==> config.mk <==
export PLATFORM = sky130hd
export DESIGN_NAME = weight_stream_mem
export DESIGN_NICKNAME = d
export VERILOG_FILES = /design/src/rtl/weight_stream_mem.sv
export SDC_FILE = /design/constraint.sdc
export NUM_CORES = 1
export LEC_CHECK = 0
export ABC_CLOCK_PERIOD_IN_PS = 8410
export BUFFER_PORTS_ARGS = -buffer_cell sky130_fd_sc_hd__buf_2
export CORE_MARGIN = 3
export CORE_UTILIZATION = 35
export CTS_CLUSTER_DIAMETER = 50
export DETAILED_ROUTE_END_ITERATION = 12
export PLACE_DENSITY = 0.55
export SYNTH_ARGS = -nofsm -noshare
export SYNTH_HDL_FRONTEND = slang
export SYNTH_SLANG_ARGS = --single-unit
==> constraint.sdc <==
create_clock -name clk -period 8.41 [get_ports clk]
set_clock_uncertainty 0.1 [all_clocks]
set_input_delay 0.841 -clock clk [delete_from_list [all_inputs] [get_ports clk]]
set_output_delay 0.841 -clock clk [all_outputs]
set_load 0.01 [all_outputs]
==> src/rtl/weight_stream_mem.sv <==
// Weight store: sequential load port, then streams all NUM_WEIGHT words out over a valid/ready port.
// Optional build macro WMEM_WRAP_EN: streaming wraps to word 0 continuously until stop is seen.
module weight_stream_mem #(
  parameter int NUM_WEIGHT = 30,
  parameter int DATA_WIDTH = 16,
  parameter int ADDR_WIDTH = $clog2(NUM_WEIGHT)
) (
  input  logic                  clk,
  input  logic                  rst,
  input  logic                  wen,
  input  logic [DATA_WIDTH-1:0] win,
  output logic                  loaded,
  input  logic                  start,
  input  logic                  stop,
  output logic                  busy,
  output logic                  rd_valid,
  input  logic                  rd_ready,
  output logic [DATA_WIDTH-1:0] rd_data,
  output logic                  rd_last,
  output logic                  done
);

  localparam logic [ADDR_WIDTH-1:0] LAST = ADDR_WIDTH'(NUM_WEIGHT - 1);

  typedef enum logic {IDLE, STREAM} state_t;

  state_t                state_q, state_d;
  logic [DATA_WIDTH-1:0] mem [NUM_WEIGHT];
  logic [ADDR_WIDTH-1:0] wptr;
  logic [ADDR_WIDTH-1:0] rptr;
  logic [ADDR_WIDTH-1:0] rptr_nxt;
  logic                  load_en;
  logic                  launch;
  logic                  advance;
  logic                  rewind;
  logic                  finish;
  logic                  hs;
  logic                  stop_req;

  assign busy     = (state_q == STREAM);
  assign hs       = rd_valid & rd_ready;
  assign load_en  = wen & (state_q == IDLE);
  assign rptr_nxt = rptr + 1'b1;

`ifdef WMEM_WRAP_EN
  logic stop_pending;

  assign stop_req = stop | stop_pending;

  always_ff @(posedge clk) begin
    if (rst) begin
      stop_pending <= 1'b0;
    end else if (finish || state_q == IDLE) begin
      stop_pending <= 1'b0;
    end else if (stop) begin
      stop_pending <= 1'b1;
    end
  end
`else
  logic unused_stop;

  assign unused_stop = stop;
  assign stop_req    = 1'b1;
`endif

  always_ff @(posedge clk) begin
    if (rst) state_q <= IDLE;
    else     state_q <= state_d;
  end

  always_comb begin
    state_d = state_q;
    launch  = 1'b0;
    advance = 1'b0;
    rewind  = 1'b0;
    finish  = 1'b0;
    case (state_q)
      IDLE: begin
        if (start && loaded) begin
          state_d = STREAM;
          launch  = 1'b1;
        end
      end
      STREAM: begin
        if (hs) begin
          if (!rd_last) begin
            advance = 1'b1;
          end else if (stop_req) begin
            finish  = 1'b1;
            state_d = IDLE;
          end else begin
            rewind = 1'b1;
          end
        end
      end
      default: state_d = IDLE;
    endcase
  end

  // Memory has no reset: contents survive rst by design.
  always_ff @(posedge clk) begin
    if (!rst && load_en) mem[wptr] <= win;
  end

  always_ff @(posedge clk) begin
    if (rst) begin
      wptr     <= '0;
      rptr     <= '0;
      loaded   <= 1'b0;
      rd_valid <= 1'b0;
      rd_last  <= 1'b0;
      rd_data  <= '0;
      done     <= 1'b0;
    end else begin
      done <= finish;
      if (load_en) begin
        if (wptr == LAST) begin
          wptr   <= '0;
          loaded <= 1'b1;
        end else begin
          wptr <= wptr + 1'b1;
        end
      end
      if (launch || rewind) begin
        rptr     <= '0;
        rd_data  <= mem[0];
        rd_valid <= 1'b1;
        rd_last  <= 1'b0;
      end else if (advance) begin
        rptr    <= rptr_nxt;
        rd_data <= mem[rptr_nxt];
        rd_last <= (rptr_nxt == LAST);
      end else if (finish) begin
        rptr     <= '0;
        rd_valid <= 1'b0;
        rd_last  <= 1'b0;
      end
    end
  end

endmodule

Word level (Yosys, flattened, before mapping)
Memories as Yosys holds them, arrays and structs flattened.
Index checks and enable logic that the tools add are counted.
{ "word_totals": {"register_bits": 31, "wordCells": 47, "n_memories": 1, "in_bits": 22, "out_inout_bits": 21, "mem_bits_rw": 480} }
{ "classes": {"bitwise": 3, "n_addsub": 2, "n_reduce_logical": 9, "eq_ne": 3, "muxes": 21} }
{ "mem_list": {"columns": ["name", "depth", "word_bits", "read_ports", "rd_clocked_by_memory_dff", "write_ports", "line", "text"], "rows": [
  ["mem", 30, 16, 2, 0, 1, "28", "logic [DATA_WIDTH-1:0] mem [NUM_WEIGHT];"]
]} }
{ "op_table": {"columns": ["op", "n"], "rows": [
  ["two-way mux 16 bit", 2],
  ["two-way mux 1 bit", 15],
  ["two-way mux 5 bit", 3],
  ["adder 5 x 1 -> 5 bit (second input constant)", 2],
  ["equality test 5 bit (second input constant)", 2],
  ["nonzero test 2 bit", 3],
  ["AND reduction 2 bit", 2],
  ["AND 1 bit", 2],
  ["logical AND 1 bit", 2],
  ["inequality test 2 bit (second input constant)", 1],
  ["one-hot mux 1 bit (2 select lines)", 1],
  ["OR reduction 2 bit", 1],
  ["logical NOT 1 bit", 1],
  ["inverter 1 bit", 1]
]} }

Longest topological paths before layout
Gate-level depths: netlist of the first run.
{ "depth": {"ltp_word": 6, "ltp_mapped": 13, "mapped_depth_nobuf": 7} }

Worst setup path after synthesis of the first run
Ideal clock, no wire load.
{ "synth_timing": {"path_kind": "reg-to-reg", "startpoint": "reg rptr[0]", "endpoint": "reg rd_data[11]", "period_less_slack_ps": 2759, "n_path_buf": 6, "slack_ps": 5651, "setup_time_ps": 147, "required_time_ps": 8163, "stages_incl_launch_ff": 13, "arrival_time_ps": 2512, "path_cell_list": "dfxtp_1 > buf_2 > buf_6 > buf_4 > inv_1 > ha_1 > buf_2 > buf_2 > clkbuf_1 > mux4_2 > mux2_2 > nand2_1 > a41oi_2"} }
{ "synth_via": {"elab_chain_len": 4} }
{ "synth_rtl": {"columns": ["item", "line", "text"], "rows": [
  ["start, declared", "30", "logic [ADDR_WIDTH-1:0] rptr;"],
  ["start signal, assigned", "130", "rptr <= rptr_nxt;"],
  ["adder 5 x 1 -> 5 bit", "43", "assign rptr_nxt = rptr + 1'b1;"],
  ["memory (30 x 16 bit)", null, null],
  ["two-way mux 16 bit", "129", "end else if (advance) begin"],
  ["two-way mux 16 bit", "124", "if (launch || rewind) begin"],
  ["end signal, assigned", "126", "rd_data <= mem[0];"],
  ["end signal, assigned", "131", "rd_data <= mem[rptr_nxt];"],
  ["end, declared", "18", "output logic [DATA_WIDTH-1:0] rd_data,"]
]} }
Every way passes these cells. The select of a mux whose other input is x is not followed.
A chain may end at the register's enable or synchronous reset.

Worst setup path after layout of the first run
{ "layout_timing": {"startpoint": "reg rptr[0]", "endpoint": "reg rd_data[4]"} }
The elaborated chain is that of the path after synthesis.

==> results.md, run 1 <==
- Via count: 9878
- Number of enable flip-flop cells after synthesis: 480
- Setup crit start kind: register
- Bufs and invs on worst path: 2
- Worst-case setup margin in the final layout: 4.14 ns
- DPL Wire Length: 27500 microns
- Endpoint of the lowest-slack register-to-register path: rd_data[4]
- Largest stage delay on the critical path: 0.84 ns
- Flip-flop and latch count after synthesis: 511
- Initial DRC Count: 829
- # DRC: 0
- Maximum count of clock buffers along a single path: 3
- Final setup viols: 0
- Core outline area: 56500 sq um
- Design area: 23000 sq um
- Router iterations before antenna repair: 5
- Gr ovfl total: 0
- Clock transition at the registers of the reported paths: 0.06 ns
- Post-route insts no fill: 1879
- Final worst path period share: 50.8%
- Series of cell instances along the critical path: buf_4 -> nand3_4 -> xnor2_4 -> buf_4 -> mux2_2 -> nand2_1 -> a41oi_1
- Area of the die: 60200 sq um
- Total chip power: 5.20 mW
- Count of pins on the block boundary: 43
- Worst slew margin relative to its limit: 23.5%
- Total detailed-routing wirelength: 46800 microns
- Status: complete, no violations
- Global-route wire length before repair: 69700 microns
- Maximum capacitance violations: 0
- Hold path start: wptr[1]
- Per-instance average area after synthesis: 20.0 sq um
- Hold violation total from the final report: 0
- Worst skew pair latency: 0.59 ns
- Area growth syn-to-layout: 14.6%
- Die height: 245 microns
- CTS tree: yes
- RSZ-0062 raised after global routing: false
- Biggest area contributors in the synthesized netlist: edfxtp_1 (72%), mux4_2 (12%), dfxtp_1 (3.1%)
- Largest net degree at the start of global routing: 53
- Cts repair resizes: 0
- Classification of the worst setup path: register to register
- Count of pins over their slew limit: 0
- Number of cells on the worst hold path: 2
- Max Clk Rate: 0.234 GHz
- Distinct cells, synth: 55
- Final core utilization: 40.7%
- Placed inst area: 21200 sq um
- Clock buffer count from CTS: 56
- Share of synthesized registers carrying an async set or reset: 0%
- Worst slack on hold paths: 0.455 ns
- Worst slew pin tran: 1.15 ns
- Count of buffers inserted at the top-level ports: 41
- Worst reg2reg setup slack: 4.14 ns
- Vias in the first global route: 10.3k
- Area of the mapped netlist: 20100 sq um
- Cts-stage hold buffer count: 0
- Critical R2R Launch: rptr[0]
- Vias per std cell: 5.26
- Most area-hungry cell type in the Yosys netlist: edfxtp_1
- Cell with the largest stage delay on the worst path: buf_4
- Count of synthesis-stage warnings from yosys: 0
- Proportion of layout cells with a drive suffix above 1: 28.4%
- WL per Instance: 24.9 microns
- Crit path arrival time: 4.62 ns
- Total routing resource utilization after global routing: 15.8%
- Effective utilization at floorplan: 35.5%
- Width of the chip: 245 microns
- Detail Route Antenna Nets: 0
- Sequential area share after synthesis: 75.0%
- Shortest clock period the worst path allows after layout: 4.27 ns
- Number of placed instances, taps included: 1774
- CP delay by family, top: buffers and inverters
- Net count after synthesis: 1031
- Most frequent cell on the critical path: buf_4
- Root buffer cell: clkbuf_16
- Post-synth top area share: 71.9%
- Peak supply drop: 0.126 mV
- Count of mapped cells out of synthesis: 1003
- Number of setup buffers added after CTS: 0
- Most instantiated flip-flop cell in the synthesis netlist: edfxtp_1
- Pre-CTS worst setup slack: 3.99 ns
- Critical path data required time: 8.76 ns
- Clock sink total: 511
- H-tree Lvls: 2
- Total number of placement rows: 87
- Largest driver fanout on the critical path: 52
- Antenna violations before repair: 2
- Worst Setup End Kind: register
- Worst hold path endpoint: wptr[1]
- Setup TNS Final: 0 ns
- Depth of the most critical reg-to-reg path: 7
- Number of nets in the finished design: 1104
- Routability Congestion: 0.759
- Hold crit path type: register to register
- Leakage Power: 6.89 nW
- PD cells: 226 nW/um^2
[cell type report]
| cell class | instances | area, sq um |
|---|---|---|
| tap | 756 | 946 |
| antenna | 1 | 2.50 |
| sequential | 511 | 15000 |
| fill | 5032 | 33500 |
| clock buffer | 80 | 1590 |
| inverter | 5 | 18.8 |
| multi-input combinational | 433 | 4790 |
| timing repair buffer | 69 | 415 |
| clock inverter | 24 | 173 |
[tightest hold or removal path, delay by kind of cell, from the launching register on]
family / cells / cell delay (ns)
flip-flops: 1 / 0.36
AND/OR/NAND/NOR: 1 / 0.08
AO/OA/AOI/OAI: 1 / 0.06
[report_power, final]
group          leakage, nW  internal [mW]  switching, mW
sequential            4.57           2.79        0.00655
clock                0.858           1.35          0.971
combinational         1.46         0.0155         0.0600
total                 6.89           4.16           1.04
[sequential cells by signal, summed over array words and instances (netlist names)]
name,count
busy,1
rd_last,1
rptr,5
loaded,1
done,1
mem,480
wptr,5
rd_valid,1
rd_data,16
[worst max path at each step]
stage / from / depth (start not counted) / endpoint
floorplan: rptr[0] / 12 / rd_data[11]
global placement: rptr[0] / 7 / rd_data[4]
detailed placement: rptr[0] / 7 / rd_data[4]
CTS: rptr[0] / 7 / rd_data[4]
global route: rptr[0] / 7 / rd_data[5]
finish: rptr[0] / 7 / rd_data[4]
[per-layer routing]
layer  vias to the layer above  routed length [microns]  global-route usage (%)
met5                         -                       13                       0
met4                         2                      750                    3.99
met3                        53                     2880                    3.53
met2                       285                    22500                    25.4
met1                      5247                    20700                    21.8
li1                       4291                        -                       -
[cell usage after synthesis (2+ instances only)]
master	count
mux2i_1	22
nand3_4	2
nand2_1	64
edfxtp_1	480
nand2b_1	4
o211ai_1	16
buf_6	3
nor2b_1	2
inv_1	5
o22ai_1	17
a21o_1	15
nand3b_1	6
o21ai_0	4
mux4_2	107
buf_2	16
o22a_1	15
dfxtp_1	31
a41oi_1	5
nor2_4	2
nand3_1	4
nor4_1	2
nor2_1	48
buf_4	8
and3_1	2
xor2_1	4
ha_1	6
a21oi_1	9
clkbuf_1	21
nor3_1	3
a22oi_1	16
buf_1	5
nor3b_1	5
mux2_2	20
a41oi_2	10
nand4_1	4
[kinds of logic (layout without fill, tap and decap cells)]
logic type	after synthesis	after routing	share of synthesized area [%]
buf+inv	59	178	1.47
compound gates	115	115	4.78
mux	149	149	14.2
simple gates	155	155	3.67
other cells	0	1	0
xor+xnor	8	8	0.518
flops	511	511	75.0
fa+ha+maj	6	6	0.374
[placed cells by master, fill, tap and decap left out, types with 20 or more instances in the layout]
| cell type | count |
|---|---|
| buf_4 | 28 |
| nor2_1 | 27 |
| mux4_2 | 107 |
| mux2i_1 | 22 |
| buf_2 | 41 |
| dfxtp_1 | 30 |
| clkbuf_16 | 58 |
| edfxtp_1 | 480 |
| mux2_2 | 20 |
| nor2_2 | 21 |
| nand2_1 | 64 |
(Power assumes the default switching activity.)
==> run 2: changes to the inputs <==
--- a/config.mk
+++ b/config.mk
@@ -5,7 +5,7 @@
 export SDC_FILE = /design/constraint.sdc
 export NUM_CORES = 1
 export LEC_CHECK = 0
-export ABC_CLOCK_PERIOD_IN_PS = 8410
+export ABC_CLOCK_PERIOD_IN_PS = 4050
 export BUFFER_PORTS_ARGS = -buffer_cell sky130_fd_sc_hd__buf_2
 export CORE_MARGIN = 3
 export CORE_UTILIZATION = 35
==> constraint.sdc (replaced) <==
create_clock -name clk -period 4.05 [get_ports clk]
set_clock_uncertainty 0.1 [all_clocks]
set_input_delay 0.405 -clock clk [delete_from_list [all_inputs] [get_ports clk]]
set_output_delay 0.405 -clock clk [all_outputs]
set_load 0.01 [all_outputs]
==> run 2 against run 1 <==
Compared with the run above: routed wire length grew 0.83%; clock power grew 100%; die area is the same; worst setup slack lost 3.1 ns; sequential power grew 110%; utilization grew 0.19 points; hold slack lost 0.39 ns; critical path depth shrank 1; combinational power grew 120%; sequential share of layout area shrank 0.31 points; critical path type unchanged; largest cell class unchanged.
==> results.md, run 2 (synthesized netlist as in run 1, its figures left out) <==
- Switching power: 2.16 mW
- Initial DRC Count: 1024
- Bufs and invs on worst path: 0
- Clock transition at the registers of the reported paths: 0.06 ns
- Router iterations before antenna repair: 5
- Count of buffers inserted at the top-level ports: 41
- Vias per std cell: 5.20
- Worst slew margin relative to its limit: 34.2%
- Status: complete, no violations
- Total routing resource utilization after global routing: 15.9%
- Hold violation total from the final report: 0
- Worst skew pair latency: 0.59 ns
- Shortest clock period the worst path allows after layout: 3.00 ns
- Combinational group share of total power: 1.5%
- DPL Wire Length: 28500 microns
- Largest net degree at the start of global routing: 106
- WL per Instance: 24.9 microns
- Regs by FF count: mem x480, rd_data x16
- CTS tree: yes
- RSZ-0062 raised after global routing: false
- Worst Setup End Kind: register
- CP delay by family, top: simple AND/OR/NAND/NOR gates
- Cts repair resizes: 0
- Die height: 245 microns
- Layout fillers: 5042
- Clock group share of total power: 44.1%
- Classification of the worst setup path: register to register
- Leakage Power: 6.98 nW
- Routability Congestion: 0.735
- Register bank with the most flops: mem
- Internal Dissipation: 8.52 mW
- Worst reg2reg setup slack: 1.05 ns
- Width of the chip: 245 microns
- Number of nets in the finished design: 1122
- Sw Share: 20.2%
- Count of pins on the block boundary: 43
- Peak supply drop: 0.279 mV
- Effective utilization at floorplan: 35.5%
- Worst slew pin tran: 0.987 ns
- PD cells: 462 nW/um^2
- Setup crit start kind: register
- Maximum count of clock buffers along a single path: 3
- # DRC: 0
- Endpoint of the lowest-slack register-to-register path: rd_data[5]
- Count of pins over their slew limit: 0
- Number of inserted diodes: 0
- Crit path arrival time: 3.40 ns
- Via count: 9853
- Maximum capacitance violations: 0
- Clock sink total: 511
- Cell with the largest stage delay on the worst path: nand2_1
- Leading cell type in the layout, fill and taps excluded: edfxtp_1
- Largest driver fanout on the critical path: 16
- Most used cells in the layout excluding fill and tap cells: edfxtp_1 (480), mux4_2 (107), nand2_1 (64), clkbuf_16 (55), buf_4 (44)
- Number of setup buffers added after CTS: 0
- Max Clk Rate: 0.334 GHz
- Total number of placement rows: 87
- Critical path data required time: 4.45 ns
- Setup TNS Final: 0 ns
- Reg power frac: 54.4%
- Critical R2R Launch: rptr[1]
- Root buffer cell: clkbuf_16
- Global-route wire length before repair: 69800 microns
- Number of flip-flops under the largest register name: 480
- Vias in the first global route: 10.0k
- Hold path start: start
- Final core utilization: 40.9%
- Total detailed-routing wirelength: 47200 microns
- Number of cells on the worst hold path: 3
- Area growth syn-to-layout: 15.1%
- Worst hold path endpoint: busy
- Antenna violations before repair: 1
- Proportion of layout cells with a drive suffix above 1: 29.9%
- Series of cell instances along the critical path: ha_1 -> xnor2_2 -> nor2_4 -> nand2_1 -> a21o_1 -> a41oi_1
- Detail Route Antenna Nets: 0
- Core outline area: 56500 sq um
- Cts-stage hold buffer count: 0
- Final worst path period share: 74.0%
- Hold crit path type: primary input to register
- Area of the die: 60200 sq um
- Final setup viols: 0
- Depth of the most critical reg-to-reg path: 6
- Clock buffer count from CTS: 55
- Largest stage delay on the critical path: 0.62 ns
- Gr ovfl total: 0
- H-tree Lvls: 2
[run 2: how the worst max path moves through the flow]
stage | startpoint | end | slack [ns] | cells past startpoint
6_report | rptr[1] | rd_data[5] | 1.05 | 6
5_1_grt | rptr[1] | rd_data[3] | 0.85 | 6
4_1_cts | rptr[1] | rd_data[5] | 1.06 | 6
3_5_place_dp | rptr[1] | rd_data[9] | 1.08 | 6
3_3_place_gp | rptr[1] | rd_data[5] | 1.11 | 6
2_1_floorplan | rptr[0] | rd_data[11] | 1.29 | 12
[run 2: power groups by stage]
stage / logic, mW / clock network [mW] / registers (mW)
after global routing: 0.180 / 5.06 / 5.81
after floorplan: 0.0508 / 0 / 5.91
after CTS: 0.167 / 4.84 / 5.81
final: 0.163 / 4.71 / 5.81
after global placement: 0.160 / 0 / 5.92
after detailed placement: 0.167 / 0 / 5.92
[run 2: per-stage QoR]
step	instances	area (sq um)	hold slack, ns	power [mW]	setup WS, ns
global placement	1793	21400	0.419	6.08	1.11
finish	1895	23100	0.0607	10.7	1.05
global route	1895	23100	0.0801	11.0	0.851
floorplan	1003	20100	0.377	5.97	1.29
CTS	1895	23100	0.0261	10.8	1.06
detailed placement	1793	21400	0.412	6.09	1.08
[run 2: worst reg2reg max path, stage by stage, from the launching register on]
cell and delay, ns:
dfxtp_1 0.45, ha_1 0.35, xnor2_2 0.27, nor2_4 0.47, nand2_1 0.62, a21o_1 0.43
a41oi_1 0.23
[run 2: cell type report]
class	count	area, sq um	share of cell area (%)
Multi-Input combinational cell	433	4790	20.8
Inverter	5	18.8	0.0813
Timing Repair Buffer	88	596	2.58
Clock buffer	69	1470	6.36
Clock inverter	33	231	1.00
Sequential cell	511	15000	65.1
Tap cell	756	946	4.10
[run 2: routing by layer]
| layer | track usage, % | share of wire [%] |
|---|---|---|
| met1 | 22.8 | 46 |
| met5 | 0 | 0 |
| met2 | 25.1 | 47 |
| met4 | 4.60 | 2.2 |
| met3 | 2.82 | 4.9 |
